**config.mk**
```make
export PLATFORM = sky130hd
export DESIGN_NAME = uart_rx_core_flat
export DESIGN_NICKNAME = d
export VERILOG_FILES = /design/src/rtl/uart_pkg.sv /design/src/rtl/uart_rx_core_if.sv /design/src/rtl/uart_baud_tick.sv /design/src/rtl/uart_rx_core.sv /design/src/flat_wrapper.sv
export SDC_FILE = /design/constraint.sdc
export NUM_CORES = 1
export LEC_CHECK = 0
export ABC_AREA = 1
export CORE_ASPECT_RATIO = 1.25
export CORE_MARGIN = 2
export CORE_UTILIZATION = 35
export DETAILED_ROUTE_END_ITERATION = 6
export GPL_ROUTABILITY_DRIVEN = 0
export GPL_TIMING_DRIVEN = 0
export PLACE_DENSITY = 0.57
export SYNTH_ARGS = -nofsm -noshare
export SYNTH_HDL_FRONTEND = slang
export SYNTH_HIERARCHICAL = 1
export SYNTH_SLANG_ARGS = --single-unit
```
**constraint.sdc**
```tcl
create_clock -name clock -period 3.61 [get_ports clock]
set_input_delay 0.722 -clock clock [delete_from_list [all_inputs] [get_ports clock]]
set_output_delay 0.722 -clock clock [all_outputs]
set_load 0.01 [all_outputs]
```
**src/rtl/uart_pkg.sv**
```systemverilog
// Shared UART types and constants for the receive and transmit engines.
package uart_pkg;

   typedef enum logic [2:0] {
      ST_IDLE,
      ST_START,
      ST_DATA,
      ST_PARITY,
      ST_STOP
   } uart_state_t;

   localparam int         OVERSAMPLE = 16;
   localparam logic [3:0] MID_PHASE  = 4'd7;

   // Divisor values (cfg_div) for common baud rates at 16 MHz and 144 MHz.
   localparam logic [15:0] BAUD_16M_115200  = 16'h0008;
   localparam logic [15:0] BAUD_16M_9600    = 16'h0067;
   localparam logic [15:0] BAUD_16M_4800    = 16'h00CF;
   localparam logic [15:0] BAUD_144M_115200 = 16'h004D;
   localparam logic [15:0] BAUD_144M_9600   = 16'h03A9;
   localparam logic [15:0] BAUD_144M_4800   = 16'h0752;

endpackage

```
**src/rtl/uart_rx_core_if.sv**
```systemverilog
// Held-byte output channel of the UART receiver (valid/ready plus error flags).
interface uart_rx_core_if #(
   parameter int DATA_W = 8
);
   logic              out_valid;
   logic              out_ready;
   logic [DATA_W-1:0] out_data;
   logic              out_parity_err;
   logic              out_frame_err;

   modport master (
      output out_valid,
      output out_data,
      output out_parity_err,
      output out_frame_err,
      input  out_ready
   );

   modport slave (
      input  out_valid,
      input  out_data,
      input  out_parity_err,
      input  out_frame_err,
      output out_ready
   );
endinterface

```
**src/rtl/uart_baud_tick.sv**
```systemverilog
// Oversample tick generator: counts 0..div and emits tick on the terminal count.
module uart_baud_tick #(
   parameter int DIV_W = 16
) (
   input  logic             clock,
   input  logic             reset,
   input  logic             clear,
   input  logic [DIV_W-1:0] div,
   output logic             tick
);

   logic [DIV_W-1:0] cnt;

   // Free-running divisor counter, held at zero while cleared.
   always_ff @(posedge clock) begin
      if (reset || clear)
         cnt <= '0;
      else if (tick)
         cnt <= '0;
      else
         cnt <= cnt + 1'b1;
   end

   assign tick = !clear && (cnt == div);

endmodule

```
**src/rtl/uart_rx_core.sv**
```systemverilog
// UART receive engine: 16x oversampled framing recovery with a one-entry output.
//
// state     | meaning
// ----------+-------------------------------------------------------------
// ST_IDLE   | waiting for a falling edge on rxs (armed once rxs seen high)
// ST_START  | confirming the start bit at mid-bit, glitches return to idle
// ST_DATA   | sampling DATA_W data bits, LSB first
// ST_PARITY | sampling the parity bit
// ST_STOP   | sampling the stop bit; frame completes mid stop bit
module uart_rx_core
   import uart_pkg::*;
#(
   parameter int DIV_W  = 16,
   parameter int DATA_W = 8
) (
   input  logic             clock,
   input  logic             reset,
   input  logic             cfg_en,
   input  logic [DIV_W-1:0] cfg_div,
   input  logic             cfg_parity_en,
   input  logic             cfg_parity_odd,
   input  logic             rxd,
   uart_rx_core_if.master   out_if,
   output logic             overrun,
   output logic             busy
);

   localparam int                PH_W     = $clog2(OVERSAMPLE);
   localparam int                BIT_W    = $clog2(DATA_W) + 1;
   localparam logic [BIT_W-1:0]  LAST_BIT = BIT_W'(DATA_W - 1);

   uart_state_t       state, state_nxt;
   logic              sync_q, rxs, armed;
   logic [DIV_W-1:0]  div_l;
   logic              par_en_l, par_odd_l;
   logic              tick, sample;
   logic [PH_W-1:0]   phase;
   logic [BIT_W-1:0]  bit_cnt;
   logic [DATA_W-1:0] shreg;
   logic              par_err_q;
   logic              shift_en, par_smp, done;

   uart_baud_tick #(.DIV_W(DIV_W)) u_tick (
      .clock (clock),
      .reset (reset),
      .clear (state == ST_IDLE),
      .div   (div_l),
      .tick  (tick)
   );

   assign sample = tick && (phase == MID_PHASE);

   // State register.
   always_ff @(posedge clock) begin
      if (reset)
         state <= ST_IDLE;
      else
         state <= state_nxt;
   end

   // Next-state logic; disabling the receiver aborts any frame in progress.
   always_comb begin
      state_nxt = state;
      if (!cfg_en) begin
         state_nxt = ST_IDLE;
      end else begin
         case (state)
            ST_IDLE:   if (armed && !rxs) state_nxt = ST_START;
            ST_START:  if (sample) state_nxt = rxs ? ST_IDLE : ST_DATA;
            ST_DATA:   if (sample && (bit_cnt == LAST_BIT))
                          state_nxt = par_en_l ? ST_PARITY : ST_STOP;
            ST_PARITY: if (sample) state_nxt = ST_STOP;
            ST_STOP:   if (sample) state_nxt = ST_IDLE;
            default:   state_nxt = ST_IDLE;
         endcase
      end
   end

   // Per-state strobes for the datapath and the output register.
   always_comb begin
      busy     = (state != ST_IDLE);
      shift_en = (state == ST_DATA) && sample;
      par_smp  = (state == ST_PARITY) && sample;
      done     = cfg_en && (state == ST_STOP) && sample;
   end

   // Synchronizer, arming, config latch, phase/bit counters and shift register.
   always_ff @(posedge clock) begin
      if (reset) begin
         sync_q    <= 1'b1;
         rxs       <= 1'b1;
         armed     <= 1'b0;
         div_l     <= '0;
         par_en_l  <= 1'b0;
         par_odd_l <= 1'b0;
         phase     <= '0;
         bit_cnt   <= '0;
         shreg     <= '0;
         par_err_q <= 1'b0;
      end else begin
         sync_q <= rxd;
         rxs    <= sync_q;
         // Re-arming needs a high line, so a held break yields a single frame.
         armed  <= (state == ST_IDLE) && (armed || rxs);
         if (state == ST_IDLE) begin
            div_l     <= cfg_div;
            par_en_l  <= cfg_parity_en;
            par_odd_l <= cfg_parity_odd;
            phase     <= '0;
            bit_cnt   <= '0;
            par_err_q <= 1'b0;
         end else if (tick) begin
            phase <= phase + 1'b1;
         end
         if (shift_en) begin
            shreg   <= {rxs, shreg[DATA_W-1:1]};
            bit_cnt <= bit_cnt + 1'b1;
         end
         if (par_smp)
            par_err_q <= (((^shreg) ^ rxs) != par_odd_l);
      end
   end

   // Single-entry holding register; a full, stalled register drops the new frame.
   always_ff @(posedge clock) begin
      if (reset) begin
         out_if.out_valid      <= 1'b0;
         out_if.out_data       <= '0;
         out_if.out_parity_err <= 1'b0;
         out_if.out_frame_err  <= 1'b0;
         overrun               <= 1'b0;
      end else begin
         overrun <= done && out_if.out_valid && !out_if.out_ready;
         if (done && (!out_if.out_valid || out_if.out_ready)) begin
            out_if.out_valid      <= 1'b1;
            out_if.out_data       <= shreg;
            out_if.out_parity_err <= par_err_q;
            out_if.out_frame_err  <= !rxs;
         end else if (out_if.out_valid && out_if.out_ready) begin
            out_if.out_valid <= 1'b0;
         end
      end
   end

endmodule

```
**src/flat_wrapper.sv**
```systemverilog
// flat-port wrapper written by rule: the top's interface ports become plain ports
module uart_rx_core_flat import uart_pkg::*;
#(
   parameter int DIV_W  = 16,
   parameter int DATA_W = 8
)
  (clock, reset, cfg_en, cfg_div, cfg_parity_en, cfg_parity_odd, rxd, overrun, busy, out_if_out_valid, out_if_out_data, out_if_out_parity_err, out_if_out_frame_err, out_if_out_ready);
  uart_rx_core_if #(.DATA_W(DATA_W)) out_if_i ();
  input  logic clock;
  input  logic reset;
  input  logic cfg_en;
  input  logic [DIV_W-1:0] cfg_div;
  input  logic cfg_parity_en;
  input  logic cfg_parity_odd;
  input  logic rxd;
  output logic overrun;
  output logic busy;
  output wire logic [$bits(out_if_i.out_valid)-1:0] out_if_out_valid;
  output wire logic [$bits(out_if_i.out_data)-1:0] out_if_out_data;
  output wire logic [$bits(out_if_i.out_parity_err)-1:0] out_if_out_parity_err;
  output wire logic [$bits(out_if_i.out_frame_err)-1:0] out_if_out_frame_err;
  input wire logic [$bits(out_if_i.out_ready)-1:0] out_if_out_ready;
  assign out_if_out_valid = out_if_i.out_valid;
  assign out_if_out_data = out_if_i.out_data;
  assign out_if_out_parity_err = out_if_i.out_parity_err;
  assign out_if_out_frame_err = out_if_i.out_frame_err;
  assign out_if_i.out_ready = out_if_out_ready;
  uart_rx_core #(.DIV_W(DIV_W), .DATA_W(DATA_W)) u_core (.clock(clock), .reset(reset), .cfg_en(cfg_en), .cfg_div(cfg_div), .cfg_parity_en(cfg_parity_en), .cfg_parity_odd(cfg_parity_odd), .rxd(rxd), .out_if(out_if_i), .overrun(overrun), .busy(busy));
endmodule
```
[Yosys cells after proc, flatten, opt, wreduce, memory -nomap -nowiden]
Index checks and enable logic that the tools add are counted.
Storage, ports and cells
  register bits after elaboration: 69
  bits of input ports: 23
Operators by class
  add/subtract/negate cells: 3
  eq/ne operators: 13
  mux-type cells: 14
  bitwise gates (word level): 2
  reductions and logical operators: 30
Operators with widths (count)
  $mux 3: 6
  $add 16x1->16 const B: 1
  $eq 16x16->1: 1
  $pmux 3 s5: 1
  $logic_and 1x1->1: 13
  $ne 2x1->1 const B: 5
  $add 4x1->4 const B: 2
  $eq 4x3->1 const B: 2
  $mux 4: 2
  $reduce_xor 8->1: 1
  $eq 3x2->1 const B: 2
  $reduce_bool 2->1: 3
  $reduce_or 2->1: 3
  $reduce_and 5->1: 1
  $logic_not 1->1: 4
  $mux 1: 4
  $eq 3x1->1 const B: 1
  $eq 3x3->1 const B: 1
  $logic_not 3->1: 1
  $logic_or 1x1->1: 3
  $reduce_bool 3->1: 1
  $mux 2: 1
  $ne 1x1->1: 1
  $not 1->1: 1
  $xor 1x1->1: 1

[Depth between registers and ports, before layout]
  depth after elaboration: 7
  gate-level depth with buffers: 17
  gate-level depth less buffers: 16

[By module]
The synthesis kept the hierarchy.
Modules (own cells, without submodules)
  uart_rx_core: instances 1, cells an instance 293, area each 2188.3 um^2, seq. area each 1061.0 um^2
  uart_baud_tick: instances 1, cells an instance 168, area each 1028.5 um^2, seq. area each 320.3 um^2

[Worst setup path before layout]
Ideal clock, no wire load.
  path type: register -> register
  start point: reg u_core.state[0]
  end point: reg u_core.shreg[5]
  library setup time: 120 ps
  arrival time: 2047 ps
  data required time: 3490 ps
  slack: 1443 ps
  stages on the path, launching flop included: 16
  path buffers: 2
  cells stage by stage: dfxtp_1 > nor2_1 > nand2_1 > inv_2 > buf_2 > a21oi_1 > nand3_1 > nor2_1 > nand3_2 > inv_1 > nand3_2 > nor2_4 > nand2_1 > buf_2 > o21ai_0 > a21oi_1
On the way
  cells in the longest elaborated chain, start to end: 5
  elaborated cells between the ends (all ways): 6
RTL lines
  start, declared: line uart_rx_core.sv:32  | uart_state_t state, state_nxt;
  start signal, assigned: line uart_rx_core.sv:58  | state <= state_nxt;
  $logic_not 3->1: line uart_rx_core.sv:46  | .clear (state == ST_IDLE),
  $logic_not 1->1: line uart_baud_tick.sv:24  | assign tick = !clear && (cnt == div);
  $logic_and 1x1->1: line uart_baud_tick.sv:24
  named net u_core.tick: line uart_rx_core.sv:36  | logic tick, sample;
  $logic_and 1x1->1: line uart_rx_core.sv:51  | assign sample = tick && (phase == MID_PHASE);
  $logic_and 1x1->1: line uart_rx_core.sv:82  | shift_en = (state == ST_DATA) && sample;
  end signal, assigned: line uart_rx_core.sv:116  | shreg <= {rxs, shreg[DATA_W-1:1]};
  end, declared: line uart_rx_core.sv:39  | logic [DATA_W-1:0] shreg;
The timed path passes the listed nets, and every way through them passes these cells.
A chain may end at the register's enable or synchronous reset.

[Worst setup path in the final report]
  start point: reg u_core.state[0]
  end point: reg u_core.shreg[6]
Same word-level chain as after synthesis.

==> run_summary.xml <==
<?xml version="1.0" encoding="UTF-8"?>
<metrics>
  <group name="clock_network">
    <metric name="clk_transition_reported_paths" unit="ps">50</metric>
    <metric name="cts_root_buffer" unit="">clkbuf_16</metric>
    <metric name="cts_setup_buffers" unit="">0</metric>
    <metric name="clock_latency" unit="ps">330</metric>
    <metric name="clock-sinks" unit="">69</metric>
    <metric name="cts_buffers" unit="">9</metric>
    <metric name="cts_hold_repair.buffers" unit="">0</metric>
    <metric name="cts_resized" unit="">0</metric>
    <metric name="cts_tree" unit="">yes</metric>
    <metric name="clock_tree.htree_level_count" unit="">3</metric>
    <metric name="clock_tree.buffer_depth" unit="">2</metric>
  </group>
  <group name="route">
    <metric name="postRouteWirelength" unit="mm">7.254</metric>
    <metric name="vias_per_cell" unit="">4.546</metric>
    <metric name="vias" unit="">2887</metric>
    <metric name="antenna_left" unit="">0</metric>
    <metric name="detail_route.first_pass.iterations" unit="">4</metric>
    <metric name="route.detailed.drc" unit="">0</metric>
    <metric name="routedWlPerCell" unit="microns">11.42</metric>
    <metric name="drt_iter0_drc" unit="">79</metric>
  </group>
  <group name="synth">
    <metric name="synth.net_count" unit="">487</metric>
    <metric name="synthesis.area" unit="sq um">3217</metric>
    <metric name="yosysTopAreaCellShare" unit="">0.4294</metric>
    <metric name="async_flop_share" unit="">0</metric>
    <metric name="yosys_register_bits" unit="">69</metric>
    <metric name="yosys.area.top_type" unit="">dfxtp_1</metric>
    <metric name="synthMostInstantiatedCell" unit="">nand2_1</metric>
    <metric name="gate_count_of_the_mapped_netlist" unit="">461</metric>
    <metric name="synth_warnings" unit="">6</metric>
    <metric name="yosys-top-cells-area" unit="">dfxtp_1 43%, nand2_1 12%, nor2_1 10%, inv_1 5.8%, o21ai_0 5.0%</metric>
    <metric name="synth_commonest_cells" unit="">105 x nand2_1, 88 x nor2_1, 69 x dfxtp_1</metric>
    <metric name="synth.yosys.seq_area_share" unit="">0.4294</metric>
    <metric name="yosysUniqueCellTypes" unit="">30</metric>
    <metric name="syn_avg_cell_area" unit="sq um">6.978</metric>
    <metric name="synth-edff-count" unit="">0</metric>
    <metric name="dominantRegCellSynth" unit="">dfxtp_1</metric>
  </group>
  <group name="global_routing">
    <metric name="first_pass_grt_wire_length" unit="mm">12.63</metric>
    <metric name="initial_antenna_violation_count" unit="">0</metric>
    <metric name="first_global_vias" unit="">2781</metric>
    <metric name="tot_gr_track_use" unit="">0.1559</metric>
    <metric name="maximum_number_of_pins_on_one_net_before_global_route_repair" unit="">12</metric>
    <metric name="grt.overflow.total" unit="">0</metric>
  </group>
  <group name="sta">
    <metric name="totalNegativeSetupSlack" unit="ps">0</metric>
    <metric name="drv_slew" unit="">0</metric>
    <metric name="period_share" unit="">0.7401</metric>
    <metric name="setup_violations" unit="">0</metric>
    <metric name="hold_violations" unit="">0</metric>
    <metric name="layout_min_cycle_time" unit="ps">2672</metric>
    <metric name="timing_worst_slew_pin_value" unit="ps">494.9</metric>
    <metric name="achievable-frequency" unit="MHz">374.3</metric>
    <metric name="rsz0062_at_grt" unit="">false</metric>
    <metric name="slew-limit-headroom" unit="">0.6701</metric>
    <metric name="worst_clock_skew" unit="ps">5.557</metric>
  </group>
  <group name="placed_design">
    <metric name="detailedPlacementHpwl" unit="mm">5.496</metric>
    <metric name="place.port_buffers" unit="">35</metric>
    <metric name="placed_cell_count" unit="">619</metric>
  </group>
  <group name="setup_path">
    <metric name="path_class" unit="">flip-flop to flip-flop</metric>
    <metric name="biggest_cell_delay_along_the_critical_path" unit="ps">390</metric>
    <metric name="worst_path_slowest_cell" unit="">dfxtp_1</metric>
    <metric name="crit_path_cell_trace" unit="">nor2_1, nand2_1, inv_2, buf_2, a21oi_1, nand3_1, nor2_1, nand3_2, inv_1, nand3_2, nor2_4, nand2_1, buf_2, o21ai_0, a21oi_1</metric>
    <metric name="crit_path_start_kind" unit="">flip-flop</metric>
    <metric name="end_kind" unit="">flip-flop</metric>
    <metric name="arrival" unit="ps">2880</metric>
    <metric name="wp_data_required" unit="ps">3820</metric>
    <metric name="critPathMaxFanout" unit="">11</metric>
  </group>
  <group name="die">
    <metric name="fp-row-count" unit="">39</metric>
    <metric name="design.core.area" unit="sq um">9027</metric>
    <metric name="die_span_x" unit="microns">89.75</metric>
    <metric name="design.portCount" unit="">36</metric>
    <metric name="floorplan.die.height" unit="microns">111.2</metric>
    <metric name="floorplan.initialDensity" unit="">0.3563</metric>
    <metric name="fp.dieArea" unit="sq um">9979</metric>
  </group>
  <group name="power">
    <metric name="total_power" unit="mW">2.106</metric>
    <metric name="power.share.clock" unit="">0.428</metric>
    <metric name="gate_power_share" unit="">0.162</metric>
    <metric name="intPower" unit="mW">1.541</metric>
    <metric name="share_seq_of_total_power" unit="">0.410</metric>
    <metric name="static-leakage-power" unit="nW">1.627</metric>
    <metric name="total_switching_power" unit="mW">0.5655</metric>
    <metric name="power-per-cell-area" unit="nW/um^2">522.2</metric>
    <metric name="irDropWorstVdd" unit="V">0.0002507</metric>
    <metric name="netSwitchingFraction" unit="">0.2685</metric>
  </group>
  <group name="final_layout">
    <metric name="nNetsFinal" unit="">533</metric>
    <metric name="insertedDiodeCount" unit="">0</metric>
    <metric name="finish.utilization" unit="">0.4468</metric>
    <metric name="drive_above_1_share" unit="">0.09570</metric>
    <metric name="instances_no_fill" unit="">635</metric>
    <metric name="syn_to_final_growth" unit="%">25.40</metric>
    <metric name="number_of_filler_cells_placed_in_the_layout" unit="">947</metric>
  </group>
  <group name="run">
    <metric name="drv.max_cap_violation_count" unit="">0</metric>
  </group>
  <group name="worst_hold_path">
    <metric name="hp-class" unit="">flip-flop to flip-flop</metric>
  </group>
  <group name="run_status">
    <metric name="status" unit="">finished clean</metric>
  </group>
</metrics>
[layout by cell type, fill, tap and decap left out, types with 2 or more instances in the layout]
cell type / synthesis / layout
a21oi_2: 12 / 12
clkbuf_8: 0 / 3
nor2_2: 2 / 2
buf_2: 3 / 3
buf_4: 2 / 2
clkbuf_1: 5 / 6
o21ai_1: 10 / 10
o21ai_0: 32 / 32
ha_1: 3 / 3
nor2_1: 88 / 88
inv_1: 50 / 50
or2_2: 2 / 2
nor3_1: 8 / 8
inv_2: 5 / 5
xor2_1: 11 / 11
clkdlybuf4s50_1: 0 / 35
nand2_2: 2 / 2
dfxtp_1: 69 / 69
nand4_1: 2 / 2
a21oi_1: 19 / 19
clkbuf_16: 0 / 9
xnor2_1: 7 / 7
nand2_1: 105 / 105
nand3_1: 14 / 14
nand3_2: 2 / 2
[per-layer routing]
metal | share of wire | GRT usage | vias to the layer above
li1 | - | - | 1534
met1 | 0.44 | 0.1783 | 1287
met2 | 0.51 | 0.2788 | 56
met3 | 0.033 | 0.03739 | 10
met4 | 0.017 | 0.06154 | 0
met5 | 0 | 0 | -
[layout make-up]
type / instances / area [sq um] / area share
inverter: 55 / 206.4 / 0.05118
clock buffer: 13 / 270.3 / 0.06700
tap: 123 / 153.9 / 0.03815
timing repair buffer: 35 / 350.3 / 0.08685
buffer: 12 / 63.81 / 0.01582
multi-input combinational: 325 / 1565 / 0.3880
sequential: 69 / 1381 / 0.3424
clock inverter: 3 / 42.54 / 0.01055
[critical path: cells and delay by family (launching register included)]
family          cells  cell delay (ps)
flops               1              390
simple gates        8             1130
compound gates      3              360
buf+inv             4              670
[path summary, 6_finish.rpt]
path | end | slack (ps) | cells past startpoint | start
setup / recovery | u_core/shreg[6] | 940 | 15 | u_core/state[0]
hold / removal | u_core/rxs | 410 | 1 | u_core/sync_q
setup reg to reg | u_core/shreg[6] | 940 | 15 | u_core/state[0]
hold reg to reg | u_core/rxs | 410 | 1 | u_core/sync_q
[power groups by stage]
stage / Sequential (mW) / Clock [mW] / Combinational (mW)
finish: 0.863 / 0.902 / 0.342
global route: 0.871 / 0.958 / 0.397
CTS: 0.865 / 0.927 / 0.349
detailed placement: 0.881 / 0 / 0.347
global placement: 0.880 / 0 / 0.343
floorplan: 0.866 / 0 / 0.247
[stage by stage]
step | hold slack [ps] | worst slack, ps | instance area [sq um]
floorplan | 389.5 | 1443 | 3217
global placement | 393.9 | 978.3 | 3721
detailed placement | 401.2 | 962.7 | 3721
CTS | 418.0 | 936.3 | 4034
global route | 443.7 | 689.0 | 4034
finish | 413.9 | 938.4 | 4034
[sequential cells by signal (all words and copies together) (netlist names)]
register	cells
u_core/div_l	16
u_core/u_tick/cnt	16
u_core/out_if.out_data	8
u_core/shreg	8
u_core/bit_cnt	4
u_core/phase	4
u_core/state	3
u_core/armed	1
u_core/out_if.out_frame_err	1
u_core/out_if.out_parity_err	1
u_core/out_if.out_valid	1
u_core/overrun	1
u_core/par_en_l	1
u_core/par_err_q	1
u_core/par_odd_l	1
u_core/rxs	1
u_core/sync_q	1
[kinds of logic after synthesis]
| kind of cell | after synthesis | share of synthesized area |
|---|---|---|
| AOI/OAI and AO/OA | 74 | 0.1303 |
| xor gates and xnor gates | 18 | 0.04901 |
| adders and majority gates | 3 | 0.01167 |
| buffers and inverters | 67 | 0.08401 |
| DFF | 69 | 0.4294 |
| muxes | 1 | 0.003112 |
| and+or+nand+nor | 229 | 0.2925 |
Power figures use the tool's default switching activity.
